<file path="src/rtl/guess_entry.sv">
// Keypad digit-entry front end for Bulls-and-Cows: builds a three-distinct-digit number,
// submits it as the answer first and as counted guesses afterwards, then locks out.
module guess_entry #(
    parameter int unsigned MAX_GUESS = 10
) (
    input  logic       clk,
    input  logic       reset,
    input  logic       key_valid,
    input  logic [3:0] key_code,
    output logic [3:0] num1,
    output logic [3:0] num2,
    output logic [3:0] num3,
    output logic       num_rdy,
    output logic [3:0] entry1,
    output logic [3:0] entry2,
    output logic [3:0] entry3,
    output logic [1:0] entry_cnt,
    output logic       err,
    output logic       answer_set,
    output logic [3:0] guess_cnt,
    output logic       locked
);

    localparam logic [3:0] KeyBksp  = 4'hA;
    localparam logic [3:0] KeyClear = 4'hB;
    localparam logic [3:0] KeyEnter = 4'hC;
    localparam logic [3:0] GuessMax = 4'(MAX_GUESS);

    typedef enum logic [0:0] {StEntry, StLocked} state_e;

    state_e          state_q, state_d;
    logic [2:0][3:0] entry_q, entry_d;
    logic [2:0][3:0] num_q, num_d;
    logic [1:0]      cnt_q, cnt_d;
    logic            num_rdy_q, num_rdy_d;
    logic            err_q, err_d;
    logic            answer_set_q, answer_set_d;
    logic [3:0]      guess_cnt_q, guess_cnt_d;

    // Key decode: exactly one action per strobe.
    logic is_digit, dup, full;
    logic do_store, do_bksp, do_clear, do_submit, reject;

    always_comb begin
        is_digit = (key_code <= 4'd9);
        full     = (cnt_q == 2'd3);
        dup      = 1'b0;
        // Only occupied slots take part in the duplicate check.
        for (int i = 0; i < 3; i++) begin
            if ((2'(i) < cnt_q) && (entry_q[i] == key_code)) begin
                dup = 1'b1;
            end
        end

        do_store  = 1'b0;
        do_bksp   = 1'b0;
        do_clear  = 1'b0;
        do_submit = 1'b0;
        reject    = 1'b0;

        if (key_valid) begin
            if (state_q == StLocked) begin
                reject = 1'b1;
            end else if (is_digit) begin
                if (full || dup) begin
                    reject = 1'b1;
                end else begin
                    do_store = 1'b1;
                end
            end else begin
                unique case (key_code)
                    KeyBksp: begin
                        if (cnt_q == 2'd0) reject = 1'b1;
                        else               do_bksp = 1'b1;
                    end
                    KeyClear: do_clear = 1'b1;
                    KeyEnter: begin
                        if (full) do_submit = 1'b1;
                        else      reject    = 1'b1;
                    end
                    default: ;
                endcase
            end
        end
    end

    // FSM: state register.
    always_ff @(posedge clk or posedge reset) begin
        if (reset) begin
            state_q <= StEntry;
        end else begin
            state_q <= state_d;
        end
    end

    // FSM: next state. The final guess locks on the same edge that raises num_rdy.
    always_comb begin
        state_d = state_q;
        unique case (state_q)
            StEntry: begin
                if (do_submit && answer_set_q && (guess_cnt_q == GuessMax - 4'd1)) begin
                    state_d = StLocked;
                end
            end
            StLocked: state_d = StLocked;
            default:  state_d = StEntry;
        endcase
    end

    // FSM: outputs.
    always_comb begin
        locked = (state_q == StLocked);
    end

    // Datapath next state.
    always_comb begin
        entry_d      = entry_q;
        cnt_d        = cnt_q;
        num_d        = num_q;
        num_rdy_d    = 1'b0;
        err_d        = reject;
        answer_set_d = answer_set_q;
        guess_cnt_d  = guess_cnt_q;

        if (do_store) begin
            for (int i = 0; i < 3; i++) begin
                if (2'(i) == cnt_q) entry_d[i] = key_code;
            end
            cnt_d = cnt_q + 2'd1;
        end

        if (do_bksp) begin
            for (int i = 0; i < 3; i++) begin
                if (2'(i) == cnt_q - 2'd1) entry_d[i] = 4'd0;
            end
            cnt_d = cnt_q - 2'd1;
        end

        if (do_clear) begin
            entry_d = '0;
            cnt_d   = 2'd0;
        end

        if (do_submit) begin
            num_d     = entry_q;
            num_rdy_d = 1'b1;
            entry_d   = '0;
            cnt_d     = 2'd0;
            if (!answer_set_q) begin
                answer_set_d = 1'b1;
            end else if (guess_cnt_q != GuessMax) begin
                guess_cnt_d = guess_cnt_q + 4'd1;
            end
        end
    end

    always_ff @(posedge clk or posedge reset) begin
        if (reset) begin
            entry_q      <= '0;
            cnt_q        <= 2'd0;
            num_q        <= '0;
            num_rdy_q    <= 1'b0;
            err_q        <= 1'b0;
            answer_set_q <= 1'b0;
            guess_cnt_q  <= 4'd0;
        end else begin
            entry_q      <= entry_d;
            cnt_q        <= cnt_d;
            num_q        <= num_d;
            num_rdy_q    <= num_rdy_d;
            err_q        <= err_d;
            answer_set_q <= answer_set_d;
            guess_cnt_q  <= guess_cnt_d;
        end
    end

    always_comb begin
        num1       = num_q[0];
        num2       = num_q[1];
        num3       = num_q[2];
        num_rdy    = num_rdy_q;
        entry1     = entry_q[0];
        entry2     = entry_q[1];
        entry3     = entry_q[2];
        entry_cnt  = cnt_q;
        err        = err_q;
        answer_set = answer_set_q;
        guess_cnt  = guess_cnt_q;
    end

endmodule
</file>
<file path="config.mk">
export PLATFORM = sky130hd
export DESIGN_NAME = guess_entry
export DESIGN_NICKNAME = d
export VERILOG_FILES = /design/src/rtl/guess_entry.sv
export SDC_FILE = /design/constraint.sdc
export NUM_CORES = 1
export LEC_CHECK = 0
export CAP_MARGIN = 20
export CORE_MARGIN = 5
export CORE_UTILIZATION = 45
export DETAILED_ROUTE_END_ITERATION = 8
export GPL_TIMING_DRIVEN = 0
export PLACE_DENSITY_LB_ADDON = 0.3
export SLEW_MARGIN = 0
export SYNTH_ARGS = -nofsm -noshare
export SYNTH_HDL_FRONTEND = slang
export SYNTH_SLANG_ARGS = --single-unit
</file>
<file path="constraint.sdc">
create_clock -name clk -period 1.95 [get_ports clk]
set_input_delay 0.4875 -clock clk [delete_from_list [all_inputs] [get_ports clk]]
set_output_delay 0.4875 -clock clk [all_outputs]
set_load 0.02 [all_outputs]
</file>
# Word-level counts from Yosys, hierarchy flattened
# Index checks and enable logic that the tools add are counted.
# classes
add_sub_neg	3
order_cmp	4
n_eq_ne	13
muxes	45
bitwise_logic	1
reduce_logical	10
# op_table
operator	n
2-to-1 mux 12 bit	4
2-to-1 mux 1 bit	29
2-to-1 mux 4 bit	6
equality test 4 bit (second input constant)	4
equality test 4 bit	3
2-to-1 mux 2 bit	4
logical AND 1 bit	5
adder 4 x 1 -> 4 bit (second input constant)	1
equality test 1 x 2 -> 1 bit (first input constant)	2
equality test 2 bit (first input constant)	2
less-or-equal comparator 4 bit (second input constant)	1
zero test 2 bit	2
< comparator 1 x 2 -> 1 bit (first input constant)	2
!= test 4 bit (second input constant)	1
case mux 1 bit (2 select lines)	2
nonzero test 4 bit	1
AND reduction 3 bit	1
adder 2 x 1 -> 2 bit (second input constant)	1
equality test 2 bit (second input constant)	1
< comparator 2 bit (first input constant)	1
subtractor 2 x 1 -> 2 bit (second input constant)	1
logical OR 1 bit	1
NOT 1 bit	1
# word_totals
ff_bits	34
in_bits	7
output_inout_bits	34

# Longest topological paths before layout
# Gate-level depths: netlist (run 1).
# depth
ltp_word	15
ltp_mapped	8
mapped_depth_nobuf	7

# Worst setup path before layout (run 1)
# OpenSTA, ideal clock, no wires.
# synth_timing
path_type	register to register
from	register cnt_q[0] (netlist: entry_cnt[0])
to	register entry_q, in the netlist entry2[1]
setup_ns	0.128
arrival_ns	1.896
required_time_ns	1.822
setup_slack_ns	-0.073
path_stages_with_launch	8
n_path_buf	0
period_less_slack_ns	2.023
cell_sequence	dfrtp_1 inv_1 ha_1 nor4b_1 nand2_1 a31oi_1 a211o_1 o21ai_0
# synth_lines
element	line_no	text
from (decl)	34	logic [1:0] cnt_q, cnt_d;
from (signal assigned)	168	cnt_q <= cnt_d;
to (signal assigned)	167	entry_q <= entry_d;
to (decl)	32	logic [2:0][3:0] entry_q, entry_d;

# Final worst setup path (run 1)
# layout_timing
from	register cnt_q[0] (netlist: entry_cnt[0])
to	register cnt_q[0] (netlist: entry_cnt[0])
# layout_between
elab_chain_cells	11
word_cells_on_any_way	33
classes_between	add/sub: 2; order compare: 3; eq/ne: 1; mux: 21; reduce/logical: 6
# layout_rtl
element	line_no	text
< comparator 1 x 2 -> 1 bit	50	if ((2'(i) < cnt_q) && (entry_q[i] == key_code)) begin
logical AND 1 bit	50	
2-to-1 mux 1 bit (3 in a row)	50	
logical OR 1 bit	65	if (full || dup) begin
2-to-1 mux 1 bit	65	
2-to-1 mux 1 bit	64	end else if (is_digit) begin
2-to-1 mux 1 bit	62	if (state_q == StLocked) begin
2-to-1 mux 1 bit	61	if (key_valid) begin
nonzero test 4 bit (no line)	n/a	
# Several ways; a longest one is shown, not always the timed one. The select of a mux whose other input is x is not followed.
# A chain may end at the register's enable or synchronous reset.

==> results.toml, run 1 <==
[outcome]
status = "completed"

[grt]
track_usage = 0.171
grt_overflow_total = 0
grt_pass1_vias = 1422
grt_pass1_wl_mm = 7.09
antenna_found_initial = 0
grt_max_degree = 22

[critical_path]
cp.required_ps = 2110
cp_cell_sequence = "inv_2, ha_4, or4b_4, a31oi_2, o21ai_0, a21oi_1, a31oi_1"
critical_path_class = "reg -> reg"
max_stage_delay_ps = 520
start_kind = "flip-flop"
arrival_ps = 2090
crit_path_end_kind = "flip-flop"
critPathMaxFanout = 6
r2r_slack_ps = 20
crit_slowest_cell = "or4b_4"

[routing]
finalWirelength_mm = 4.21
drtIter0Drc = 90
final_antenna_net_count = 0
drt-vias-per-instance = 5.30
post_drt_wl_per_cell_um = 14.8
drc_errors = 0
firstDrtPassIters = 4
num_vias = 1505

[placement]
gpl.final_weighted_congestion = 0.822
dp.cells = 271
io_buffer_count = 36
dpl.hpwl_mm = 3.05
postPlaceCellArea_mm2 = 0.00228

[job]
drv_cap = 0

[die]
fp.dieW_um = 73.6
coreArea_mm2 = 0.00397
initial_utilization = 0.458
die_area_mm2 = 0.00542
ios = 41
rows = 23
die_y_um = 73.6

[power]
vdd_ir_drop_max_mv = 0.501
power.density_mw_per_mm2 = 1300
finalPower_mw = 3.30
p_leak_nw = 1.18

[cells_and_area]
nNetsFinal = 247
diodes = 0
finalNonFillerCells = 284
synthToLayoutAreaGrowth_pct = 39.0
drive_above_1_share = 0.188
layout_commonest_cell = "nand2_1"
mostFrequentLayoutCells = "nand2_1, clkdlybuf4s50_1, dfrtp_1, o21ai_0, inv_1"
design_area_mm2 = 0.00253

[clock_network]
cts_root_buf = "clkbuf_8"
cts_tree = "built"
htree_levels = 2
cts_buffers = 5
clk_pin_slew_ps = 70
max-clock-path-buffers = 2
clk_latency_ps = 290
clock_sinks = 34

[worst_hold_path]
hold_class = "reg -> reg"

[timing]
post-route-min-period_ps = 1930
tightestPinTransition_ps = 619
fin_skew_ps = 8.33
setup_viol = 0
rsz0062_at_grt = "true"
hold_violations = 0
slew_headroom = 0.587
period_share = 0.991
max_freq_mhz = 518
final_max_slew_viol_count = 0

[logic_synthesis]
netlist_instances = 184
yosysTopAreaCell = "dfrtp_1"
synth.distinct_cells = 39
synth_seq_cells = 34
mappedNetlistNets = 198
yosys_warnings = 0
avgSynthCellArea_um2 = 9.89
synth_top_flop_cell = "dfrtp_1"
synth-edff-count = 0
synthTopCellsByArea = "dfrtp_1, nand2_1, ha_1"
synthesis.area_mm2 = 0.00182
async_flop_share = 1.00
ys_seq_area_frac = 0.467
yosysTopAreaCellShare = 0.467
## sequential cells by signal (all words and copies together) (netlist names), 2 cells and up
| name | cells |
|---|---|
| guess_cnt | 4 |
| num2 | 4 |
| entry_cnt | 2 |
| entry2 | 4 |
| num3 | 4 |
| entry1 | 4 |
| entry3 | 4 |
| num1 | 4 |
## synth_stat cells, types with 2 or more instances
| library cell | instances |
|---|---|
| nand2_1 | 42 |
| dfrtp_1 | 34 |
| inv_1 | 14 |
| o21ai_0 | 14 |
| mux2i_1 | 8 |
| ha_1 | 7 |
| nand3_1 | 6 |
| a211o_1 | 5 |
| xnor2_1 | 5 |
| a21oi_1 | 4 |
| a31oi_1 | 4 |
| nor2b_1 | 4 |
| buf_2 | 3 |
| buf_6 | 3 |
| a2111oi_2 | 2 |
| and2_0 | 2 |
| nand2b_1 | 2 |
| nand3_4 | 2 |
| nand3b_1 | 2 |
| xor2_1 | 2 |
## per-layer routing
| layer | global-route usage | routed length, µm | vias to the layer above |
|---|---|---|---|
| met5 | 0 | 0 | - |
| met4 | 0.0543 | 58 | 0 |
| met3 | 0.0397 | 267 | 7 |
| met2 | 0.261 | 2010 | 55 |
| met1 | 0.242 | 1880 | 719 |
| li1 | - | - | 724 |
## worst max-delay path: cells and delay by family, from the launching register on
family | cells | cell delay, ps
AOI/OAI and AO/OA | 4 | 500
and+or+nand+nor | 1 | 520
buffers and inverters | 1 | 100
adders and majority gates | 1 | 200
DFF | 1 | 470
## cells by family (layout without fill, tap and decap cells)
logic type,count (synthesis),after routing,share of synthesized area
buffers and inverters,23,73,0.0639
adder cells (fa/ha/maj),7,7,0.0481
AND/OR/NAND/NOR,69,69,0.200
XOR/XNOR,7,7,0.0337
flip-flops,34,34,0.467
AO/OA/AOI/OAI,36,36,0.143
multiplexers,8,8,0.0440
## final timing paths
path / start / endpoint / cells past startpoint
min in group asynchronous: reset / num1[3]$_DFFE_PP0P_ / 2
hold / removal: num3[0]$_DFFE_PP0P_ / num3[0]$_DFFE_PP0P_ / 2
max in group asynchronous: reset / entry_cnt[0]$_DFFE_PP0P_ / 3
setup reg to reg: entry_cnt[0]$_DFFE_PP0P_ / entry_cnt[0]$_DFFE_PP0P_ / 7
setup / recovery: entry_cnt[0]$_DFFE_PP0P_ / entry_cnt[0]$_DFFE_PP0P_ / 7
hold reg to reg: num3[0]$_DFFE_PP0P_ / num3[0]$_DFFE_PP0P_ / 2
## area by class of cell
type                    count  area [µm²]
plain buffers               8        66.3
clock buffers               6        82.6
clock inverters             2        12.5
fillers                   342        1440
inverters                  15        56.3
multi-input cells         127         960
flip-flops and latches     34         855
well taps                  50        62.6
repair buffers             42         435
## metrics by stage
stage / TNS (ps) / util / hold slack, ps / setup WS, ps
detailed placement: -5060 / 0.574 / 461 / -223
global route: -150 / 0.637 / 500 / -58.4
global placement: -7020 / 0.567 / 459 / -204
finish: 0 / 0.637 / 472 / 17.7
floorplan: 0 / - / 582 / 35.7
CTS: -0.467 / 0.610 / 477 / -0.467
## repair_timing
| action | 4_1_cts | 5_1_grt |
|---|---|---|
| hold buffers | 0 | 0 |
| buffers inserted | 1 | 4 |
| endpoints found under the setup margin | 14 | 28 |
| resized for setup | 5 | 17 |
| pin swaps | 2 | 2 |
| cloned | 0 | 0 |
## power by group
group	total, mW	leakage (nW)	switching, mW	internal (mW)
Sequential	1.17	0.447	0.238	0.932
Clock	0.546	0.0472	0.262	0.284
Combinational	1.58	0.683	0.808	0.775
Total	3.30	1.18	1.31	1.99
No activity file was read; power rests on OpenSTA's default activity.
==> run 2, diff against run 1 <==
--- a/config.mk
+++ b/config.mk
@@ -8,6 +8,7 @@
 export CAP_MARGIN = 20
 export CORE_MARGIN = 5
 export CORE_UTILIZATION = 45
+export CTS_CLUSTER_DIAMETER = 100
 export DETAILED_ROUTE_END_ITERATION = 8
 export GPL_TIMING_DRIVEN = 0
 export PLACE_DENSITY_LB_ADDON = 0.3
==> results of run 2 <==
Final layout, timing and power as in run 1 (identical DEF).
==> run 3, diff against run 2 <==
--- a/config.mk
+++ b/config.mk
@@ -6,8 +6,7 @@
 export NUM_CORES = 1
 export LEC_CHECK = 0
 export CAP_MARGIN = 20
-export CORE_MARGIN = 5
-export CORE_UTILIZATION = 45
+export CORE_UTILIZATION = 50
 export CTS_CLUSTER_DIAMETER = 100
 export DETAILED_ROUTE_END_ITERATION = 8
 export GPL_TIMING_DRIVEN = 0
==> constraint.sdc (replaced) <==
create_clock -name clk -period 2 [get_ports clk]
set_input_delay 0.5 -clock clk [delete_from_list [all_inputs] [get_ports clk]]
set_output_delay 0.5 -clock clk [all_outputs]
set_load 0.02 [all_outputs]
==> run 3 against run 2 <==
Against the previous run:
- critical path depth shrank 1
- clock skew shrank 3.0 ps
- clock power shrank 24%
- cell area shrank 2.7%
- cell count shrank 1.1%
- flip-flop and latch count is the same
- core utilization grew 8.3 points
==> results.toml, run 3 (synthesized netlist as in run 1, its figures left out) <==
[outcome]
status = "completed"

[die]
coreArea_mm2 = 0.00342
die_area_mm2 = 0.00389
rows = 21
die_y_um = 62.3
fp.dieW_um = 62.3
initial_utilization = 0.533
ios = 41

[routing]
post_drt_wl_per_cell_um = 14.8
firstDrtPassIters = 4
met3_length_um = 209
drtIter0Drc = 80
drc_errors = 0
wl_met1_mm = 1.93
final_antenna_net_count = 0
wl_met2_mm = 1.98
finalWirelength_mm = 4.17
highest_layer = "met4"
drt-vias-per-instance = 5.43
num_vias = 1527

[clock_network]
cts_root_buf = "clkbuf_4"
hold_buffers = 0
cts_tree = "built"
clk_latency_ps = 340
clock_sinks = 34
cts_buffers = 5
max-clock-path-buffers = 2
clk_pin_slew_ps = 110
htree_levels = 2

[timing]
post-route-min-period_ps = 1980
max_freq_mhz = 506
fin_skew_ps = 5.29
setup_tns_ps = 0
rsz0062_at_grt = "true"
slew_headroom = 0.526
setup_viol = 0
tightestPinTransition_ps = 710
hold_violations = 0
final_max_slew_viol_count = 0
timing.hold.ws_ps = 488
period_share = 0.988

[placement]
postPlaceCellArea_mm2 = 0.00227
gpl.final_weighted_congestion = 0.878
dpl.hpwl_mm = 2.85
io_buffer_count = 36

[critical_path]
start_kind = "flip-flop"
arrival_ps = 2220
ff2ff_path_depth = 6
reg2reg_to = "entry_cnt[1]$_DFFE_PP0P_"
rr_startpoint = "entry_cnt[1]$_DFFE_PP0P_"
r2r_slack_ps = 20
crit_path_end_kind = "flip-flop"
critical_path_class = "reg -> reg"
cp.required_ps = 2240
critPathMaxFanout = 7

[worst_hold_path]
hold-path-cell-count = 2
hold-path-endpoint = "num2[2]$_DFFE_PP0P_"
hold_class = "reg -> reg"
hp-start = "num2[2]$_DFFE_PP0P_"

[grt]
grt_max_degree = 20
grt_overflow_total = 0
antenna_found_initial = 0
grt_pass1_vias = 1403
grt_pass1_wl_mm = 6.84
track_usage = 0.227

[job]
drv_cap = 0

[power]
vdd_ir_drop_max_mv = 0.615
power.density_mw_per_mm2 = 1240
p_leak_nw = 1.19

[cells_and_area]
nNetsFinal = 248
synthToLayoutAreaGrowth_pct = 35.2
mostFrequentLayoutCells = "nand2_1, dfrtp_1, clkdlybuf4s50_1, o21ai_0, inv_1"
design_area_mm2 = 0.00246
fillCellCount = 246
drive_above_1_share = 0.179
layout_commonest_cell = "nand2_1"
diodes = 0
==> run 3: changes by cell type in the layout (fill, tap and decap cells not counted), sizes merged <==
cell,delta
clkdlybuf4s50,-3
buf,+2
dlymetal6s2s,+2
a211oi,+1
clkbuf,-1
==> run 3: repair_timing <==
action | 4_1_cts | 5_1_grt
setup endpoints to repair | 6 | 25
gates cloned | 0 | 1
buffers inserted | 0 | 5
gates resized for setup | 3 | 14
pin swaps | 0 | 4
endpoints found under the hold margin | 0 | 0
==> run 3: report_power, final <==
group          internal (mW)  switching, mW  leakage, nW  total (mW)
Combinational          0.717          0.795        0.705        1.51
Sequential             0.905          0.220        0.448        1.13
Clock                  0.169          0.244       0.0343       0.413
Total                   1.79           1.26         1.19        3.05
==> run 3: critical path, cell delays in order (launching register included) <==
cell	delay (ps)
dfrtp_1	450
inv_2	90
ha_2	230
or4_1	510
buf_2	210
a211o_1	300
o311ai_1	90
==> run 3: worst max-delay path by stage <==
stage	start	end	slack, ps
global placement	key_valid	guess_cnt[2]$_DFFE_PP0P_	-180
CTS	entry1[1]$_DFF_PP0_	entry1[1]	9
floorplan	entry_cnt[1]$_DFFE_PP0P_	entry_cnt[1]$_DFFE_PP0P_	40
global route	entry_cnt[1]$_DFFE_PP0P_	entry_cnt[1]$_DFFE_PP0P_	-70
detailed placement	key_valid	guess_cnt[2]$_DFFE_PP0P_	-200
finish	entry_cnt[1]$_DFFE_PP0P_	entry_cnt[1]$_DFFE_PP0P_	20
==> run 3: cell type report <==
cell class / instances / area, µm² / area share
Clock buffer: 6 / 51.3 / 0.0208
Buffer: 8 / 60.1 / 0.0244
Timing Repair Buffer: 42 / 425 / 0.173
Inverter: 15 / 56.3 / 0.0229
Sequential cell: 34 / 853 / 0.347
Clock inverter: 2 / 12.5 / 0.00508
Tap cell: 46 / 57.6 / 0.0234
Multi-Input combinational cell: 128 / 945 / 0.384
==> run 3: metal layers <==
| layer | vias up | GRT usage |
|---|---|---|
| met5 | - | 0 |
| met4 | 0 | 0.0698 |
| met3 | 6 | 0.0496 |
| met2 | 49 | 0.350 |
| met1 | 744 | 0.321 |
| li1 | 728 | - |
==> run 3: through the flow <==
step	cells	worst slack, ps	power (mW)	utilization
final	281	24.9	3.05	0.721
after global routing	281	-65.1	3.24	0.721
after CTS	275	9.20	2.91	0.689
after detailed placement	267	-196	2.50	0.666
after global placement	266	-179	2.47	0.658
after floorplan	184	36.1	1.91	-
